==> src/rtl/alu_sys_pkg.sv <==
// Shared definitions for the ALU/compare datapath: default widths, serializer FSM
// encoding and word-count helpers.
package alu_sys_pkg;

  localparam int unsigned ALU_OUT_WIDTH  = 16;
  localparam int unsigned ALU_DATA_WIDTH = 8;

  typedef enum logic [1:0] {
    StIdle    = 2'b00,
    StSend    = 2'b01,
    StSendChk = 2'b10
  } ser_state_e;

  function automatic int unsigned nwords(input int unsigned out_width,
                                         input int unsigned data_width);
    return out_width / data_width;
  endfunction

  // Word counter needs at least one bit even for a single-word result.
  function automatic int unsigned cnt_width(input int unsigned n);
    if (n <= 1) return 1;
    return $clog2(n);
  endfunction

endpackage

==> src/rtl/alu_result_serializer_if.sv <==
// Result-in / word-out bundle of the ALU result serializer. The serializer takes the
// slave view; the ALU side plus TX FIFO write side take the master view.
interface alu_result_serializer_if #(
  parameter int unsigned OUT_WIDTH  = alu_sys_pkg::ALU_OUT_WIDTH,
  parameter int unsigned DATA_WIDTH = alu_sys_pkg::ALU_DATA_WIDTH
);
  logic [OUT_WIDTH-1:0]  ALU_OUT;
  logic                  OUT_VALID;
  logic                  TX_READY;
  logic                  OVR_CLR;
  logic [DATA_WIDTH-1:0] TX_DATA;
  logic                  TX_VALID;
  logic                  BUSY;
  logic                  OVERRUN;

  modport master (
    output ALU_OUT, OUT_VALID, TX_READY, OVR_CLR,
    input  TX_DATA, TX_VALID, BUSY, OVERRUN
  );

  modport slave (
    input  ALU_OUT, OUT_VALID, TX_READY, OVR_CLR,
    output TX_DATA, TX_VALID, BUSY, OVERRUN
  );
endinterface

==> src/rtl/alu_result_serializer_ser_word_mux.sv <==
// Selects one DATA_WIDTH word of the held result by word index (word 0 = LSBs).
module ser_word_mux #(
  parameter int unsigned OUT_WIDTH  = alu_sys_pkg::ALU_OUT_WIDTH,
  parameter int unsigned DATA_WIDTH = alu_sys_pkg::ALU_DATA_WIDTH,
  parameter int unsigned CNT_WIDTH  = 1
) (
  input  logic [OUT_WIDTH-1:0]  i_hold,
  input  logic [CNT_WIDTH-1:0]  i_idx,
  output logic [DATA_WIDTH-1:0] o_word
);
  localparam int unsigned NWords = OUT_WIDTH / DATA_WIDTH;

  always_comb begin
    o_word = '0;
    for (int i = 0; i < NWords; i++) begin
      if (i_idx == CNT_WIDTH'(i)) o_word = i_hold[i*DATA_WIDTH +: DATA_WIDTH];
    end
  end
endmodule

==> src/rtl/alu_result_serializer.sv <==
// Splits each ALU result into DATA_WIDTH words (LSW first) for the TX FIFO.
// Define ALU_SER_CHKSUM_EN to append an XOR checksum word after each result.
module alu_result_serializer
  import alu_sys_pkg::*;
#(
  parameter int unsigned OUT_WIDTH  = ALU_OUT_WIDTH,
  parameter int unsigned DATA_WIDTH = ALU_DATA_WIDTH
) (
  input logic                   CLK,
  input logic                   RST,
  alu_result_serializer_if.slave ser_bus
);
  localparam int unsigned NWords = nwords(OUT_WIDTH, DATA_WIDTH);
  localparam int unsigned CntW   = cnt_width(NWords);

  ser_state_e            r_state, w_state_d;
  logic [OUT_WIDTH-1:0]  r_hold, w_hold_d;
  logic [CntW-1:0]       r_cnt, w_cnt_d, w_cnt_inc;
  logic [DATA_WIDTH-1:0] r_tx_data, w_tx_data_d;
  logic                  r_tx_valid, r_busy, r_overrun, w_overrun_d;
  logic                  w_xfer, w_last, w_accept, w_ovr_set;
  logic [DATA_WIDTH-1:0] w_next_word;

  assign w_xfer    = r_tx_valid & ser_bus.TX_READY;
  assign w_last    = (r_cnt == CntW'(NWords - 1));
  assign w_cnt_inc = r_cnt + CntW'(1);

  ser_word_mux #(
    .OUT_WIDTH  (OUT_WIDTH),
    .DATA_WIDTH (DATA_WIDTH),
    .CNT_WIDTH  (CntW)
  ) u_word_mux (
    .i_hold (r_hold),
    .i_idx  (w_cnt_inc),
    .o_word (w_next_word)
  );

`ifdef ALU_SER_CHKSUM_EN
  logic [DATA_WIDTH-1:0] w_chk;

  always_comb begin
    w_chk = '0;
    for (int i = 0; i < NWords; i++) w_chk ^= r_hold[i*DATA_WIDTH +: DATA_WIDTH];
  end
`endif

  always_comb begin
    w_state_d   = r_state;
    w_hold_d    = r_hold;
    w_cnt_d     = r_cnt;
    w_tx_data_d = r_tx_data;
    w_accept    = 1'b0;
    w_ovr_set   = 1'b0;

    unique case (r_state)
      StIdle: w_accept = ser_bus.OUT_VALID;
      StSend: begin
        if (w_xfer && !w_last) begin
          w_cnt_d     = w_cnt_inc;
          w_tx_data_d = w_next_word;
          w_ovr_set   = ser_bus.OUT_VALID;
        end else if (w_xfer) begin
`ifdef ALU_SER_CHKSUM_EN
          w_state_d   = StSendChk;
          w_tx_data_d = w_chk;
          w_ovr_set   = ser_bus.OUT_VALID;
`else
          w_state_d = StIdle;
          w_accept  = ser_bus.OUT_VALID;
`endif
        end else begin
          w_ovr_set = ser_bus.OUT_VALID;
        end
      end
`ifdef ALU_SER_CHKSUM_EN
      StSendChk: begin
        if (w_xfer) begin
          w_state_d = StIdle;
          w_accept  = ser_bus.OUT_VALID;
        end else begin
          w_ovr_set = ser_bus.OUT_VALID;
        end
      end
`endif
      default: w_state_d = StIdle;
    endcase

    // A result accepted on the final transfer restarts SEND with no idle gap.
    if (w_accept) begin
      w_hold_d    = ser_bus.ALU_OUT;
      w_cnt_d     = '0;
      w_state_d   = StSend;
      w_tx_data_d = ser_bus.ALU_OUT[DATA_WIDTH-1:0];
    end
  end

  // Set wins over a same-cycle clear.
  assign w_overrun_d = w_ovr_set | (r_overrun & ~ser_bus.OVR_CLR);

  always_ff @(posedge CLK or negedge RST) begin
    if (!RST) begin
      r_state    <= StIdle;
      r_hold     <= '0;
      r_cnt      <= '0;
      r_tx_data  <= '0;
      r_tx_valid <= 1'b0;
      r_busy     <= 1'b0;
      r_overrun  <= 1'b0;
    end else begin
      r_state    <= w_state_d;
      r_hold     <= w_hold_d;
      r_cnt      <= w_cnt_d;
      r_tx_data  <= w_tx_data_d;
      r_tx_valid <= (w_state_d != StIdle);
      r_busy     <= (w_state_d != StIdle);
      r_overrun  <= w_overrun_d;
    end
  end

  assign ser_bus.TX_DATA  = r_tx_data;
  assign ser_bus.TX_VALID = r_tx_valid;
  assign ser_bus.BUSY     = r_busy;
  assign ser_bus.OVERRUN  = r_overrun;

endmodule

==> src/flat_wrapper.sv <==
// flat-port wrapper written by rule: the top's interface ports become plain ports
module alu_result_serializer_flat import alu_sys_pkg::*;
#(
  parameter int unsigned OUT_WIDTH  = ALU_OUT_WIDTH,
  parameter int unsigned DATA_WIDTH = ALU_DATA_WIDTH
)
  (CLK, RST, ser_bus_ALU_OUT, ser_bus_OUT_VALID, ser_bus_TX_READY, ser_bus_OVR_CLR, ser_bus_TX_DATA, ser_bus_TX_VALID, ser_bus_BUSY, ser_bus_OVERRUN);
  alu_result_serializer_if #(.OUT_WIDTH(OUT_WIDTH), .DATA_WIDTH(DATA_WIDTH)) ser_bus_i ();
  input logic CLK;
  input logic RST;
  input wire logic [$bits(ser_bus_i.ALU_OUT)-1:0] ser_bus_ALU_OUT;
  input wire logic [$bits(ser_bus_i.OUT_VALID)-1:0] ser_bus_OUT_VALID;
  input wire logic [$bits(ser_bus_i.TX_READY)-1:0] ser_bus_TX_READY;
  input wire logic [$bits(ser_bus_i.OVR_CLR)-1:0] ser_bus_OVR_CLR;
  output wire logic [$bits(ser_bus_i.TX_DATA)-1:0] ser_bus_TX_DATA;
  output wire logic [$bits(ser_bus_i.TX_VALID)-1:0] ser_bus_TX_VALID;
  output wire logic [$bits(ser_bus_i.BUSY)-1:0] ser_bus_BUSY;
  output wire logic [$bits(ser_bus_i.OVERRUN)-1:0] ser_bus_OVERRUN;
  assign ser_bus_i.ALU_OUT = ser_bus_ALU_OUT;
  assign ser_bus_i.OUT_VALID = ser_bus_OUT_VALID;
  assign ser_bus_i.TX_READY = ser_bus_TX_READY;
  assign ser_bus_i.OVR_CLR = ser_bus_OVR_CLR;
  assign ser_bus_TX_DATA = ser_bus_i.TX_DATA;
  assign ser_bus_TX_VALID = ser_bus_i.TX_VALID;
  assign ser_bus_BUSY = ser_bus_i.BUSY;
  assign ser_bus_OVERRUN = ser_bus_i.OVERRUN;
  alu_result_serializer #(.OUT_WIDTH(OUT_WIDTH), .DATA_WIDTH(DATA_WIDTH)) u_core (.CLK(CLK), .RST(RST), .ser_bus(ser_bus_i));
endmodule
==> config.mk <==
export PLATFORM = sky130hd
export DESIGN_NAME = alu_result_serializer_flat
export DESIGN_NICKNAME = d
export VERILOG_FILES = /design/src/rtl/alu_sys_pkg.sv /design/src/rtl/alu_result_serializer_if.sv /design/src/rtl/alu_result_serializer_ser_word_mux.sv /design/src/rtl/alu_result_serializer.sv /design/src/flat_wrapper.sv
export SDC_FILE = /design/constraint.sdc
export NUM_CORES = 1
export LEC_CHECK = 0
export BUFFER_PORTS_ARGS = -buffer_cell sky130_fd_sc_hd__buf_2
export CAP_MARGIN = 30
export CORE_ASPECT_RATIO = 1.25
export CORE_MARGIN = 3
export CORE_UTILIZATION = 48
export CTS_CLUSTER_DIAMETER = 120
export DETAILED_ROUTE_END_ITERATION = 10
export GPL_TIMING_DRIVEN = 0
export PLACE_DENSITY = 0.86
export SETUP_SLACK_MARGIN = 0.15
export SYNTH_ARGS = -nofsm -noshare
export SYNTH_HDL_FRONTEND = slang
export SYNTH_SLANG_ARGS = --single-unit
==> constraint.sdc <==
create_clock -name CLK -period 1.9 [get_ports CLK]
set_input_delay 0.38 -clock CLK [delete_from_list [all_inputs] [get_ports CLK]]
set_output_delay 0.38 -clock CLK [all_outputs]
set_load 0.01 [all_outputs]
==> flow_summary.json <==
{
  "die_h_um": 58.0,
  "min_period_ns": 1.50,
  "die_area_mm2": 0.00276,
  "number_of_setup_violations_in_the_final_report": 0,
  "max-clock-path-buffers": 2,
  "yosys.area.top_type": "dfrtp_1",
  "synth.top_cells.by_area": "dfrtp_1 53%, a211oi_1 5.8%, mux2_2 5.4%",
  "synth_commonest_cells": "22 x dfrtp_1, 8 x a211oi_1, 8 x nand3_1, 8 x o21ai_0, 7 x a31oi_1",
  "synth_top_flop_cell": "dfrtp_1",
  "synth.yosys.seq_area_share": 0.531,
  "cts_tree": "done",
  "worst_slack_ns": 0.396,
  "finish.net_count": 148,
  "net-switching-power_mw": 0.383,
  "grt_pass1_wl_um": 3690,
  "async_flop_share": 1.00,
  "worstHoldPathType": "primary input to asynchronous set/reset pin",
  "global_route.overflow_total": 0,
  "synth.net_count": 112,
  "critPathCaptureType": "flop",
  "synthMostInstantiatedCell": "dfrtp_1",
  "clock_skew_ns": 0.00158,
  "crit_path_start_kind": "flop",
  "detail_route.iter0.violations": 28,
  "clk_pin_slew_worst_paths_ns": 0.12,
  "hold_buffers": 0,
  "rsz0062_at_grt": "false",
  "power.combinational.fraction": 0.271,
  "place_worst_setup_slack_ns": 0.400,
  "power-per-cell-area_mw_per_mm2": 998,
  "syn-mean-instance-area_um2": 11.4,
  "synth_enable_flop_cells": 0,
  "io_buffer_count": 31,
  "drt-pass1-iter-count": 5,
  "routedWlPerCell_um": 15.3,
  "power.share.clock": 0.207,
  "critical_path.max_fanout": 6,
  "worst_ep_required_time_ns": 2.11,
  "route.antenna.remaining_nets": 0,
  "routabilityCongestion": 0.751,
  "ctsResizeCount": 0,
  "synth.cell_area_mm2": 0.00104,
  "drc": 0,
  "die-width_um": 47.6,
  "clock-root-buffer": "clkbuf_4",
  "io-pin-count": 32,
  "core_area_mm2": 0.00200,
  "cts_inserted_buffers": 3,
  "drt-vias-per-instance": 5.80,
  "status": "complete, no violations",
  "maxCapViolations": 0,
  "setup-tns-final_ns": 0,
  "critical_path_arrival_ns": 1.71,
  "criticalPathCategory": "flop to flop",
  "antenna_cells": 0,
  "cts_post_setup_buffers_inserted": 0,
  "std_cell_rows": 18,
  "antenna_violations_before_repair": 0,
  "fraction_of_power_spent_switching_nets": 0.306,
  "p_leak_nw": 0.579,
  "timing.final.crit_share": 0.792,
  "timing.critical_path.slowest_cell_delay_ns": 0.44,
  "grt_max_degree": 23,
  "postSynthRegisterBits": 22,
  "top_area_cell_type_share_of_the_netlist_area": 0.531,
  "synth.lib_cells_used.distinct": 25,
  "yosys_warnings": 0,
  "grt_pass1_vias": 830,
  "final_layout_size_suffix_gt1_frac": 0.413,
  "internal-power_mw": 0.868,
  "critical-path-slowest-cell": "dfrtp_1",
  "global_route.usage.total": 0.187,
  "final.fill_count": 173,
  "routed-via-count": 847,
  "worst_ir_drop_vdd_mv": 0.590,
  "clk_latency_ns": 0.31,
  "areaGrowthSynthToFinish_pct": 20.9,
  "starting_density_of_the_core": 0.517,
  "total_detailed_routing_wirelength_um": 2240,
  "final_hold_viol_count": 0,
  "max_clock_freq_mhz": 665,
  "dp_hpwl_um": 1680,
  "finalHoldWorstSlack_ns": 0.0107,
  "crit_path_cell_trace": "nand2b_1, a21oi_4, buf_6, mux2_4",
  "report.final.slew_viol_count": 0,
  "number_of_sinks_on_the_clock_net": 22,
  "count_of_mapped_cells_out_of_synthesis": 91,
  "final_util": 0.625,
  "seq_power_share": 0.521,
  "cts-htree-levels": 1
}
layout by cell type (no fill, tap or decap):
cell type / n
buf_6: 2
clkbuf_1: 1
a21oi_1: 1
mux2i_1: 1
o22ai_1: 1
clkbuf_8: 1
conb_1: 1
buf_4: 1
a21o_1: 3
clkbuf_4: 3
a31oi_1: 7
nand3_2: 1
buf_2: 35
a31o_1: 1
a211oi_1: 8
a21oi_4: 1
nand4bb_1: 1
o21ai_0: 8
nor4bb_1: 1
nand3b_1: 1
nand2b_1: 1
mux2_2: 5
inv_1: 4
mux2_4: 3
nand3_1: 8
dfrtp_1: 22
nand2_1: 4
stage by stage:
stage	cell area (um^2)	cells	total power, mW
after floorplan	1040	91	0.864
after global placement	1220	142	0.980
after detailed placement	1220	142	1.00
after CTS	1250	146	1.25
after global routing	1250	146	1.32
final	1250	146	1.25
sequential cells by signal, summed over array words and instances (netlist names):
name and cells:
u_core.r_cnt 1, u_core.r_hold 9, u_core.r_state 2, u_core.ser_bus.OVERRUN 1, u_core.ser_bus.TX_DATA 8, u_core.ser_bus.TX_VALID 1
final timing paths:
| check | startpoint | endpoint | slack [ns] | cells past startpoint |
|---|---|---|---|---|
| worst max-delay path | u_core.r_state[1] | u_core.r_hold[15] | 0.40 | 4 |
| worst min-delay path | RST | u_core.ser_bus.TX_DATA[3] | 0.01 | 1 |
| worst max register to register | u_core.r_state[1] | u_core.r_hold[15] | 0.40 | 4 |
| worst min register to register | u_core.r_hold[7] | u_core.r_hold[7] | 0.51 | 1 |
| max in group asynchronous | RST | u_core.r_hold[12] | 1.56 | 1 |
| min in group CLK | ser_bus_OVR_CLR | u_core.ser_bus.OVERRUN | 0.25 | 2 |
worst max-delay path, delay by kind of cell (launching register included):
family | cells | cell delay, ns
muxes | 1 | 0.29
AOI/OAI and AO/OA | 1 | 0.27
and+or+nand+nor | 1 | 0.24
buffers and inverters | 1 | 0.16
DFF | 1 | 0.44
cell type report:
cell class | count | area, um^2 | share of cell area
multi-input cells | 57 | 418 | 0.333
repair buffers | 31 | 155 | 0.124
flip-flops and latches | 22 | 551 | 0.439
clock buffers | 4 | 36.3 | 0.0289
inverters | 4 | 15.0 | 0.0120
well taps | 20 | 25.0 | 0.0200
plain buffers | 8 | 53.8 | 0.0429
power groups by stage:
stage                     Sequential [mW]  Combinational (mW)  Clock, mW
after CTS                           0.651               0.341      0.256
after global placement              0.655               0.325          0
final                               0.652               0.339      0.260
after floorplan                     0.672               0.192          0
after detailed placement            0.662               0.339          0
after global routing                0.669               0.372      0.279
routing by layer:
| metal | track usage | share of wire | routed length (um) | up-vias |
|---|---|---|---|---|
| li1 | - | - | - | 403 |
| met1 | 0.235 | 0.40 | 903 | 403 |
| met2 | 0.312 | 0.52 | 1160 | 36 |
| met3 | 0.0280 | 0.064 | 143 | 5 |
| met4 | 0.0769 | 0.016 | 36 | 0 |
| met5 | 0 | 0 | 0 | - |
cells by family after synthesis:
| family | Yosys count | synth area share |
|---|---|---|
| AOI/OAI and AO/OA | 30 | 0.195 |
| DFF | 22 | 0.531 |
| and+or+nand+nor | 17 | 0.0965 |
| buffers and inverters | 12 | 0.0663 |
| muxes | 9 | 0.107 |
| other | 1 | 0.00362 |
No activity file was read; power rests on OpenSTA's default activity.
